## config.mk

```make
export PLATFORM = sky130hd
export DESIGN_NAME = mem_access
export DESIGN_NICKNAME = d
export VERILOG_FILES = /design/src/rtl/mem_access_pkg.sv /design/src/rtl/mem_access.sv
export SDC_FILE = /design/constraint.sdc
export NUM_CORES = 1
export LEC_CHECK = 0
export CORE_MARGIN = 10
export CORE_UTILIZATION = 41
export DETAILED_ROUTE_END_ITERATION = 10
export PLACE_DENSITY = 0.86
export SYNTH_ARGS = -nofsm -noshare
export SYNTH_HDL_FRONTEND = slang
export SYNTH_SLANG_ARGS = --single-unit
export TNS_END_PERCENT = 10
```

## constraint.sdc

```tcl
create_clock -name CLK -period 1.85 [get_ports CLK]
set_clock_uncertainty 0.15 [all_clocks]
set_input_delay 0.37 -clock CLK [delete_from_list [all_inputs] [get_ports CLK]]
set_output_delay 0.37 -clock CLK [all_outputs]
set_load 0.02 [all_outputs]
```

## src/rtl/mem_access_pkg.sv

```systemverilog
// Shared types and defaults for the MEM-stage memory access block.
package mem_access_pkg;

  localparam int          MA_DATA_W    = 16;
  localparam logic [15:0] MA_MMIO_BASE = 16'hBF00;

  typedef enum logic [1:0] {
    ST_IDLE   = 2'd0,
    ST_ACCESS = 2'd1,
    ST_DONE   = 2'd2
  } state_e;

endpackage

```

## src/rtl/mem_access.sv

```systemverilog
// MEM-stage access FSM: IDLE -> ACCESS (until ack) -> DONE, stalling the front of the pipe.
// Define MEM_ACCESS_MMIO_EN to route MMIO_BASE/MMIO_BASE+1 to the io* handshake.
module mem_access
  import mem_access_pkg::*;
#(
  parameter int                DATA_W    = MA_DATA_W,
  parameter logic [DATA_W-1:0] MMIO_BASE = DATA_W'(MA_MMIO_BASE)
) (
  input  logic              CLK,
  input  logic              RST,
  input  logic              memReadIn,
  input  logic              memWriteIn,
  input  logic [DATA_W-1:0] ALUResultIn,
  input  logic [DATA_W-1:0] storeDataIn,
  input  logic [1:0]        writeSpecRegIn,
  input  logic              memtoRegIn,
  input  logic              regWriteIn,
  input  logic [2:0]        registerToWriteIdIn,
  output logic [1:0]        writeSpecRegOut,
  output logic              memtoRegOut,
  output logic              regWriteOut,
  output logic [2:0]        registerToWriteIdOut,
  output logic [DATA_W-1:0] dataOut,
  output logic [DATA_W-1:0] ALUResultOut,
  output logic              stallOut,
  output logic              ramReq,
  output logic              ramWe,
  output logic [DATA_W-1:0] ramAddr,
  output logic [DATA_W-1:0] ramWdata,
  input  logic [DATA_W-1:0] ramRdata,
  input  logic              ramAck
`ifdef MEM_ACCESS_MMIO_EN
  ,
  output logic              ioReq,
  output logic              ioWe,
  output logic              ioSel,
  output logic [DATA_W-1:0] ioWdata,
  input  logic [DATA_W-1:0] ioRdata,
  input  logic              ioAck
`endif
);

  state_e            state_q, state_d;
  logic [DATA_W-1:0] addr_q, addr_d;
  logic [DATA_W-1:0] wdata_q, wdata_d;
  logic [DATA_W-1:0] data_q, data_d;
  logic              we_q, we_d;
  logic              io_q, io_d;

  logic              mem_op;
  logic              mmio_hit;
  logic              acc_ack;
  logic [DATA_W-1:0] acc_rdata;

  assign mem_op = memReadIn | memWriteIn;

`ifdef MEM_ACCESS_MMIO_EN
  assign mmio_hit  = (ALUResultIn == MMIO_BASE) || (ALUResultIn == MMIO_BASE + DATA_W'(1));
  assign acc_ack   = io_q ? ioAck   : ramAck;
  assign acc_rdata = io_q ? ioRdata : ramRdata;
  assign ioSel     = addr_q[0];
  assign ioWdata   = wdata_q;
`else
  logic unused_mmio;
  assign unused_mmio = ^MMIO_BASE;
  assign mmio_hit    = 1'b0;
  assign acc_ack     = ramAck;
  assign acc_rdata   = ramRdata;
`endif

  always_ff @(posedge CLK) begin
    if (!RST) begin
      state_q <= ST_IDLE;
      addr_q  <= '0;
      wdata_q <= '0;
      data_q  <= '0;
      we_q    <= 1'b0;
      io_q    <= 1'b0;
    end else begin
      state_q <= state_d;
      addr_q  <= addr_d;
      wdata_q <= wdata_d;
      data_q  <= data_d;
      we_q    <= we_d;
      io_q    <= io_d;
    end
  end

  always_comb begin
    state_d  = state_q;
    addr_d   = addr_q;
    wdata_d  = wdata_q;
    data_d   = data_q;
    we_d     = we_q;
    io_d     = io_q;
    stallOut = 1'b0;
    ramReq   = 1'b0;
    ramWe    = 1'b0;
`ifdef MEM_ACCESS_MMIO_EN
    ioReq    = 1'b0;
    ioWe     = 1'b0;
`endif
    unique case (state_q)
      ST_IDLE: begin
        if (mem_op) begin
          stallOut = 1'b1;
          state_d  = ST_ACCESS;
          addr_d   = ALUResultIn;
          wdata_d  = storeDataIn;
          we_d     = memWriteIn;  // read+write together is a write
          io_d     = mmio_hit;
        end
      end
      ST_ACCESS: begin
        stallOut = 1'b1;
`ifdef MEM_ACCESS_MMIO_EN
        if (io_q) begin
          ioReq = 1'b1;
          ioWe  = we_q;
        end else begin
          ramReq = 1'b1;
          ramWe  = we_q;
        end
`else
        ramReq = 1'b1;
        ramWe  = we_q;
`endif
        if (acc_ack) begin
          if (!we_q) data_d = acc_rdata;
          state_d = ST_DONE;
        end
      end
      // EX_MEM still holds the finished op here; returning to IDLE keeps it from re-issuing.
      ST_DONE: state_d = ST_IDLE;
      default: state_d = ST_IDLE;
    endcase
  end

  assign ramAddr              = addr_q;
  assign ramWdata             = wdata_q;
  assign dataOut              = (state_q == ST_DONE) ? data_q : '0;
  assign ALUResultOut         = ALUResultIn;
  assign registerToWriteIdOut = registerToWriteIdIn;
  assign regWriteOut          = stallOut ? 1'b0 : regWriteIn;
  assign memtoRegOut          = stallOut ? 1'b0 : memtoRegIn;
  assign writeSpecRegOut      = stallOut ? 2'b00 : writeSpecRegIn;

endmodule

```

Yosys cells after proc, flatten, opt, wreduce, memory -nomap -nowiden
Index checks and enable logic that the tools add are counted.

word-level totals
  bits in registers = 51
  input bits = 60
  output and inout bits = 74
  word-level logic and storage cells = 26

operators by class
  eq/ne operators = 4
  mux-type cells = 11
  bitwise gates (word level) = 2
  reduce and logical (&&, ||, !) cells = 4

operators with widths
  cell                  number
  $mux W16              1
  $mux W2               3
  $mux W1               5
  $ne A2 B2 Y1 const B  2
  $pmux W2 S2           1
  $reduce_and A2 Y1     2
  $reduce_and A3 Y1     1
  $eq A2 B1 Y1 const B  1
  $eq A2 B2 Y1 const B  1
  $logic_not A2 Y1      1
  $pmux W1 S2           1
  $not A1 Y1            1
  $or A1 B1 Y1          1

Depth between registers and ports, before layout
Gate-level depths: netlist of run 1.

  depth in word-level cells = 4
  mapped depth = 5
  gate-level depth less buffers = 3

Least setup slack after synthesis of run 1
Ideal clock, no wire load.

  path type = reg2out
  from = reg state_q[0]
  to = out memtoRegOut
  arrival = 1.084 ns
  required time = 1.330 ns
  setup slack = 0.246 ns
  cell stages (with the launch flop) = 4
  path buffers = 0
  path through = dfxtp_1 nor3_1 nor2_1 nor2b_1

between the ends
  cells in the longest elaborated chain, start to end = 3
  elaborated cells on any way between the ends = 4

RTL lines
  what                                                     RTL line           source
  start, declared                                          mem_access.sv:43   state_e state_q, state_d;
  start signal, assigned                                   mem_access.sv:80   state_q <= state_d;
  $eq A2 B1 Y1 / $logic_not A2 Y1 (equally long branches)  mem_access.sv:103  unique case (state_q)
  $pmux W1 S2 *                                            mem_access.sv:103
  via stallOut                                             mem_access.sv:25   output logic stallOut,
  $mux W1 *                                                mem_access.sv:145  assign memtoRegOut = stallOut ? 1'b0 : memtoRegIn;
  end, declared                                            mem_access.sv:20   output logic memtoRegOut,

Mark *: on every way through the listed nets, which the timed path passes. The rest lies on a longest branch.

Worst setup path after layout of run 1
  from = reg state_q[0]
  to = out dataOut[11]

between the ends
  cells in the longest elaborated chain, start to end = 2

RTL lines
  what           RTL line           source
  $eq A2 B2 Y1   mem_access.sv:141  assign dataOut = (state_q == ST_DONE) ? data_q : '0;
  $mux W16       mem_access.sv:141
  end, declared  mem_access.sv:23   output logic [DATA_W-1:0] dataOut,

Every way passes these cells.

==> qor.yml, run 1 <==
outcome:
  status: "finished clean"
critical_path:
  worstPathMaxFanout: 16
  reg2reg_depth: 6
  cp.arrival_ns: 1.30
  critPathLaunchType: "register"
  cp_slowest_cell: "dfxtp_2"
  cp_num_cells: 4
  path_buf_inv: 2
  critical_path.max_stage_delay_ns: 0.36
  path_delay_family: "flip-flops"
  critPathKind: "register to primary output"
  crit_chain: "and2b_1 -> buf_12 -> and2_1 -> buf_2"
  cp-end-kind: "primary output"
  r2r_slack_ns: 0.29
  required_ns: 1.33
logic_synthesis:
  yosysWarnings: 0
  synth-xor-area-share: 0
  yosysSeqAreaShare: 0.4471
  synth_compound_area_frac: 0.04438
  muxShareOfSynthArea: 0.1403
  synth_nets: 327
  synth.avg_cell_area_um2: 8.552
  synthTopCellsByArea: "dfxtp_1, mux2i_1, nand2_1"
  synth_top_family_by_area: "simple AND/OR/NAND/NOR gates"
  synth_top_area_frac: 0.4471
  yosysTopAreaCell: "dfxtp_1"
  netlist-cell-type-count: 23
  synth_seq_cells: 51
  post_synth_fa_ha_maj_area_fraction: 0
  syn_inst: 267
  syn-cell-area_um2: 2283
  yosys.area_share.simple: 0.2510
sta:
  setup_violations: 0
  maxSlewViolCount: 0
  worstMarginPinSlew_ns: 0.2632
  timing.final.ws_setup_ns: 0.03059
  fmax_mhz: 549.6
  finalHoldViolations: 0
  post-route-min-period_ns: 1.819
  fin_crit_sh: 0.9835
  slew_headroom: 0.8246
  rsz0062_at_grt: "yes"
clock_network:
  post-cts-setup-buffers: 0
  clk-insertion-delay-late_ns: 0.29
  cts-root-buf: "clkbuf_8"
  path_clk_slew_ns: 0.08
  cts_buffers: 5
  tritoncts: "done"
  clockBufferDepth: 2
  hold_buffers: 0
  ctsHtreeMaxLevel: 2
  clock-sinks: 51
global_routing:
  grt_busiest_layer: "met2"
  grt_pass1_vias: 2113
  antenna_found_initial: 0
  grt_start_max_net_pins: 53
  grtUsageTotal: 0.1425
  use_met3: 0.06979
  grt_util_met2: 0.2546
  use_met1: 0.1456
  grt_overflow_total: 0
  grt_first_pass_wirelength_um: 10410
placement:
  dpl.hpwl_um: 5252
  dpl_worst_slack_ns: -0.5522
  place_congestion: 0.7287
  port_buffers: 127
floorplan:
  core_region_area_um2: 5439
  die-height_um: 94.63
  start_util: 0.4198
  die_w_um: 94.63
  dieArea_um2: 8955
  pin_count: 134
  rows: 27
power_and_ir_drop:
  powerDensity_nw_per_um2: 734.0
  p_leak_nw: 1.546
  power_mw: 2.622
  vdd_drop_max_uv: 513.0
detailed_routing:
  first_pass_iters: 4
  vias_per_cell: 4.615
  drtAntennaViolNets: 0
  vias: 2072
  wirelength_um: 6599
  drt_iter0_markers: 53
  wl_per_cell_um: 14.70
  drc: 0
finish:
  final_cell_mix: "clkdlybuf4s50_1, nand2_1, dfxtp_1, mux2i_1, dlygate4sd2_1"
  antenna_cells: 0
  layout.nets: 437
  area_growth_pct: 56.44
  fillers: 474
  multi_input_area_um2: 1011
  seqCellArea_um2: 1022
  layout_commonest_cell: "clkdlybuf4s50_1"
  drive_gt1_frac: 0.1379
min_path:
  hp-class: "register to register"
  min_path_cells: 2
flow_run:
  drv_cap: 0
==> cells by family (layout without fill, tap and decap cells) <==
group | count (synthesis) | in the layout
multiplexers | 32 | 32
flip-flops | 51 | 51
AND/OR/NAND/NOR | 127 | 127
AO/OA/AOI/OAI | 19 | 19
buffers and inverters | 38 | 148
==> state kept, by name (all words and copies together) (netlist names) <==
| register | cells |
|---|---|
| data_q | 16 |
| ramAddr | 16 |
| ramWdata | 16 |
| state_q | 2 |
| we_q | 1 |
==> metrics by stage <==
stage	util	hold WS, ns	cells	TNS, ns	area, um2
after global routing	0.6568	0.3261	449	-0.2526	3572
final	0.6568	0.3043	449	0	3572
after detailed placement	0.6533	0.2967	442	-6.131	3553
after floorplan	-	0.2814	267	0	2283
after global placement	0.6533	0.2892	442	-5.770	3553
after CTS	0.6556	0.3023	449	-0.1620	3566
==> worst paths after layout <==
check / from / end
setup / recovery: state_q[0]$_SDFFE_PN0P_ / dataOut[11]
setup reg to reg: state_q[1]$_SDFFE_PN0P_ / ramWdata[13]$_SDFFE_PN0P_
hold reg to reg: data_q[10]$_SDFFE_PN0P_ / data_q[10]$_SDFFE_PN0P_
hold / removal: data_q[10]$_SDFFE_PN0P_ / data_q[10]$_SDFFE_PN0P_
==> worst register-to-register path: stages (launching register included) <==
cell     delay, ns
dfxtp_1       0.32
buf_4         0.15
buf_4         0.13
nor2_2        0.14
o21a_2        0.22
buf_12        0.19
mux2i_1       0.20
==> power breakdown <==
group / switching, mW / leakage, nW / internal [mW]
clock: 0.331 / 0.0513 / 0.397
combinational: 0.318 / 1.08 / 0.355
sequential: 0.0408 / 0.419 / 1.18
==> synthesized netlist by cell type <==
master / n
nand2_1: 82
dfxtp_1: 51
mux2i_1: 32
buf_4: 21
and2_1: 17
nand3_1: 16
o21ai_0: 16
clkbuf_1: 7
nor2b_1: 5
buf_2: 3
buf_8: 3
and3_1: 2
buf_1: 2
a21oi_1: 1
a31o_2: 1
and2b_1: 1
and4bb_1: 1
buf_6: 1
clkbuf_2: 1
nor2_1: 1
nor2_2: 1
nor3_1: 1
o21a_1: 1
==> area by class of cell <==
cell class | instances | area share
clock inverter | 1 | 0.008406
sequential | 51 | 0.2862
tap | 72 | 0.02522
multi-input combinational | 178 | 0.2830
clock buffer | 6 | 0.02032
timing repair buffer | 141 | 0.3769
==> metal layers <==
| metal | part of all wire | up-vias |
|---|---|---|
| li1 | - | 1058 |
| met1 | 0.37 | 924 |
| met2 | 0.50 | 86 |
| met3 | 0.12 | 4 |
| met4 | 0.0053 | 0 |
| met5 | 0 | - |
==> what timing repair did <==
item                                    in CTS  in global routing
pin swaps                                    2                  0
resized for setup                          101                 22
endpoints found under the setup margin      39                 22
(Power assumes the default switching activity.)
==> run 2, diff against run 1 <==
--- a/config.mk
+++ b/config.mk
@@ -5,6 +5,7 @@
 export SDC_FILE = /design/constraint.sdc
 export NUM_CORES = 1
 export LEC_CHECK = 0
+export CORE_ASPECT_RATIO = 0.5
 export CORE_MARGIN = 10
 export CORE_UTILIZATION = 41
 export DETAILED_ROUTE_END_ITERATION = 10
==> run 2 against run 1 <==
Against the previous run: largest power group unchanged; maximum frequency rose by 0.75%; routed wire length rose by 8.5%; sequential share of layout area down 1.1 points; clock power grew 9.1%.
==> qor.yml, run 2 (same netlist as run 1, synthesis figures left out) <==
outcome:
  status: "finished clean"
floorplan:
  dieArea_um2: 9136  # +2.0%
  core_region_area_um2: 5444  # about the same
  die-height_um: 72.77  # -23%
  rows: 19  # -30%
  die_w_um: 125.5  # +33%
  pin_count: 134  # unchanged
  start_util: 0.4194  # about the same
finish:
  layout.nets: 445  # +1.8%
  antenna_cells: 0  # unchanged
  drive_gt1_frac: 0.1606  # +0.02269
  layout_commonest_cell: "nand2_1"
  stdcell_area_um2: 3719  # +4.1%
  area_growth_pct: 62.85
  fillers: 453  # -4.4%
  final_cell_mix: "nand2_1, clkdlybuf4s50_1, dfxtp_1, mux2i_1, buf_4"
  final_util: 0.6831  # +0.02629
detailed_routing:
  wl_per_cell_um: 15.59  # +6.1%
  vias: 2182  # +5.3%
  drc: 0  # unchanged
  drtAntennaViolNets: 0  # unchanged
  wirelength_um: 7158  # +8.5%
  drt_iter0_markers: 87  # +64%
  vias_per_cell: 4.754  # +3.0%
  first_pass_iters: 4  # unchanged
critical_path:
  required_ns: 1.33  # about the same
  critPathKind: "register to primary output"
  cp.arrival_ns: 1.29  # about the same
  critical_path.max_stage_delay_ns: 0.33  # -0.03 ns
  worstPathMaxFanout: 16  # unchanged
  cp_slowest_cell: "dfxtp_2"
  critPathLaunchType: "register"
  cp-end-kind: "primary output"
  crit_chain: "and2b_1 -> buf_12 -> and2_1 -> buf_6"
sta:
  finalHoldViolations: 0  # unchanged
  fmax_mhz: 553.7  # +0.75%
  post-route-min-period_ns: 1.806  # -0.01347 ns
  maxSlewViolCount: 0  # unchanged
  setup_violations: 0  # unchanged
  tns_ns: 0  # unchanged
  rsz0062_at_grt: "yes"
  fin_crit_sh: 0.9762  # -0.007278
  slew_headroom: 0.7826  # -0.04197
  timing.final.ws_setup_ns: 0.04406  # +0.01347 ns
  worstMarginPinSlew_ns: 0.3261  # +0.06295 ns
min_path:
  hp-class: "register to register"
clock_network:
  tritoncts: "done"
  clock-sinks: 51  # unchanged
  hold_buffers: 0  # unchanged
  cts-root-buf: "clkbuf_8"
  clockBufferDepth: 2  # unchanged
  clk-insertion-delay-late_ns: 0.31  # +0.02 ns
  ctsHtreeMaxLevel: 2  # unchanged
  cts_buffers: 5  # unchanged
  path_clk_slew_ns: 0.10  # +0.02 ns
flow_run:
  drv_cap: 0  # unchanged
global_routing:
  grt_first_pass_wirelength_um: 11290  # +8.4%
  antenna_found_initial: 0  # unchanged
  grtUsageTotal: 0.1499  # +0.007438
  grt_overflow_total: 0  # unchanged
  grt_start_max_net_pins: 43  # -19%
  grt_pass1_vias: 2237  # +5.9%
placement:
  port_buffers: 127  # unchanged
  place_congestion: 0.7760  # +6.5%
  dpl.hpwl_um: 5710  # +8.7%
  placed_area_um2: 3602  # +1.4%
  dpl_worst_slack_ns: -0.5684  # -0.01616 ns
power_and_ir_drop:
  p_leak_nw: 1.651  # +6.8%
  vdd_drop_max_uv: 368.1  # -28%
  powerDensity_nw_per_um2: 729.7  # -0.59%
  power_mw: 2.713  # +3.5%
-- run 2: timing repair --
action	4_1_cts	5_1_grt
pin swaps	2	2
endpoints found under the setup margin	39	26
setup buffers	0	0
cloned	0	0
resized for setup	114	40
-- run 2: per-stage QoR --
step	hold WS, ns	std cells
3_3_place_gp	0.2887	451
3_5_place_dp	0.2987	451
5_1_grt	0.3313	459
6_report	0.3077	459
2_1_floorplan	0.2814	267
4_1_cts	0.3132	459
-- run 2: final timing paths --
check                                from                  endpoint  slack, ns  cells after the start
setup / recovery  state_q[0]$_SDFFE_PN0P_                dataOut[0]       0.04                      4
hold reg to reg    data_q[5]$_SDFFE_PN0P_    data_q[5]$_SDFFE_PN0P_       0.31                      2
setup reg to reg  state_q[1]$_SDFFE_PN0P_  ramAddr[14]$_SDFFE_PN0P_       0.22                      6
hold / removal     data_q[5]$_SDFFE_PN0P_    data_q[5]$_SDFFE_PN0P_       0.31                      2
-- run 2: final cells by class --
type / count / area [um2] / area share
Tap cell: 73 / 91.34 / 0.02456
Multi-Input combinational cell: 178 / 1020 / 0.2742
Clock inverter: 3 / 46.29 / 0.01245
Timing Repair Buffer: 149 / 1470 / 0.3954
Clock buffer: 5 / 68.82 / 0.01851
Sequential cell: 51 / 1022 / 0.2749
-- run 2: worst max-delay path: cells and delay by family (launching register included) --
family / cells / cell delay, ns
simple gates: 2 / 0.37
flops: 1 / 0.33
buf+inv: 2 / 0.28
-- run 2: report_power, final --
part | switching, mW | total [mW] | internal, mW
clock network | 0.387 | 0.794 | 0.408
registers | 0.0403 | 1.22 | 1.18
logic | 0.333 | 0.698 | 0.365
total | 0.760 | 2.71 | 1.95
-- run 2: metal layers --
layer  GRT usage  vias up  routed length [um]  part of all wire
li1            -     1080                   -                 -
met1      0.1418     1036                2534              0.35
met2      0.3147       57                4241              0.59
met3     0.03481        9                 285             0.040
met4     0.04822        0                  96             0.013
met5           0        -                   0                 0
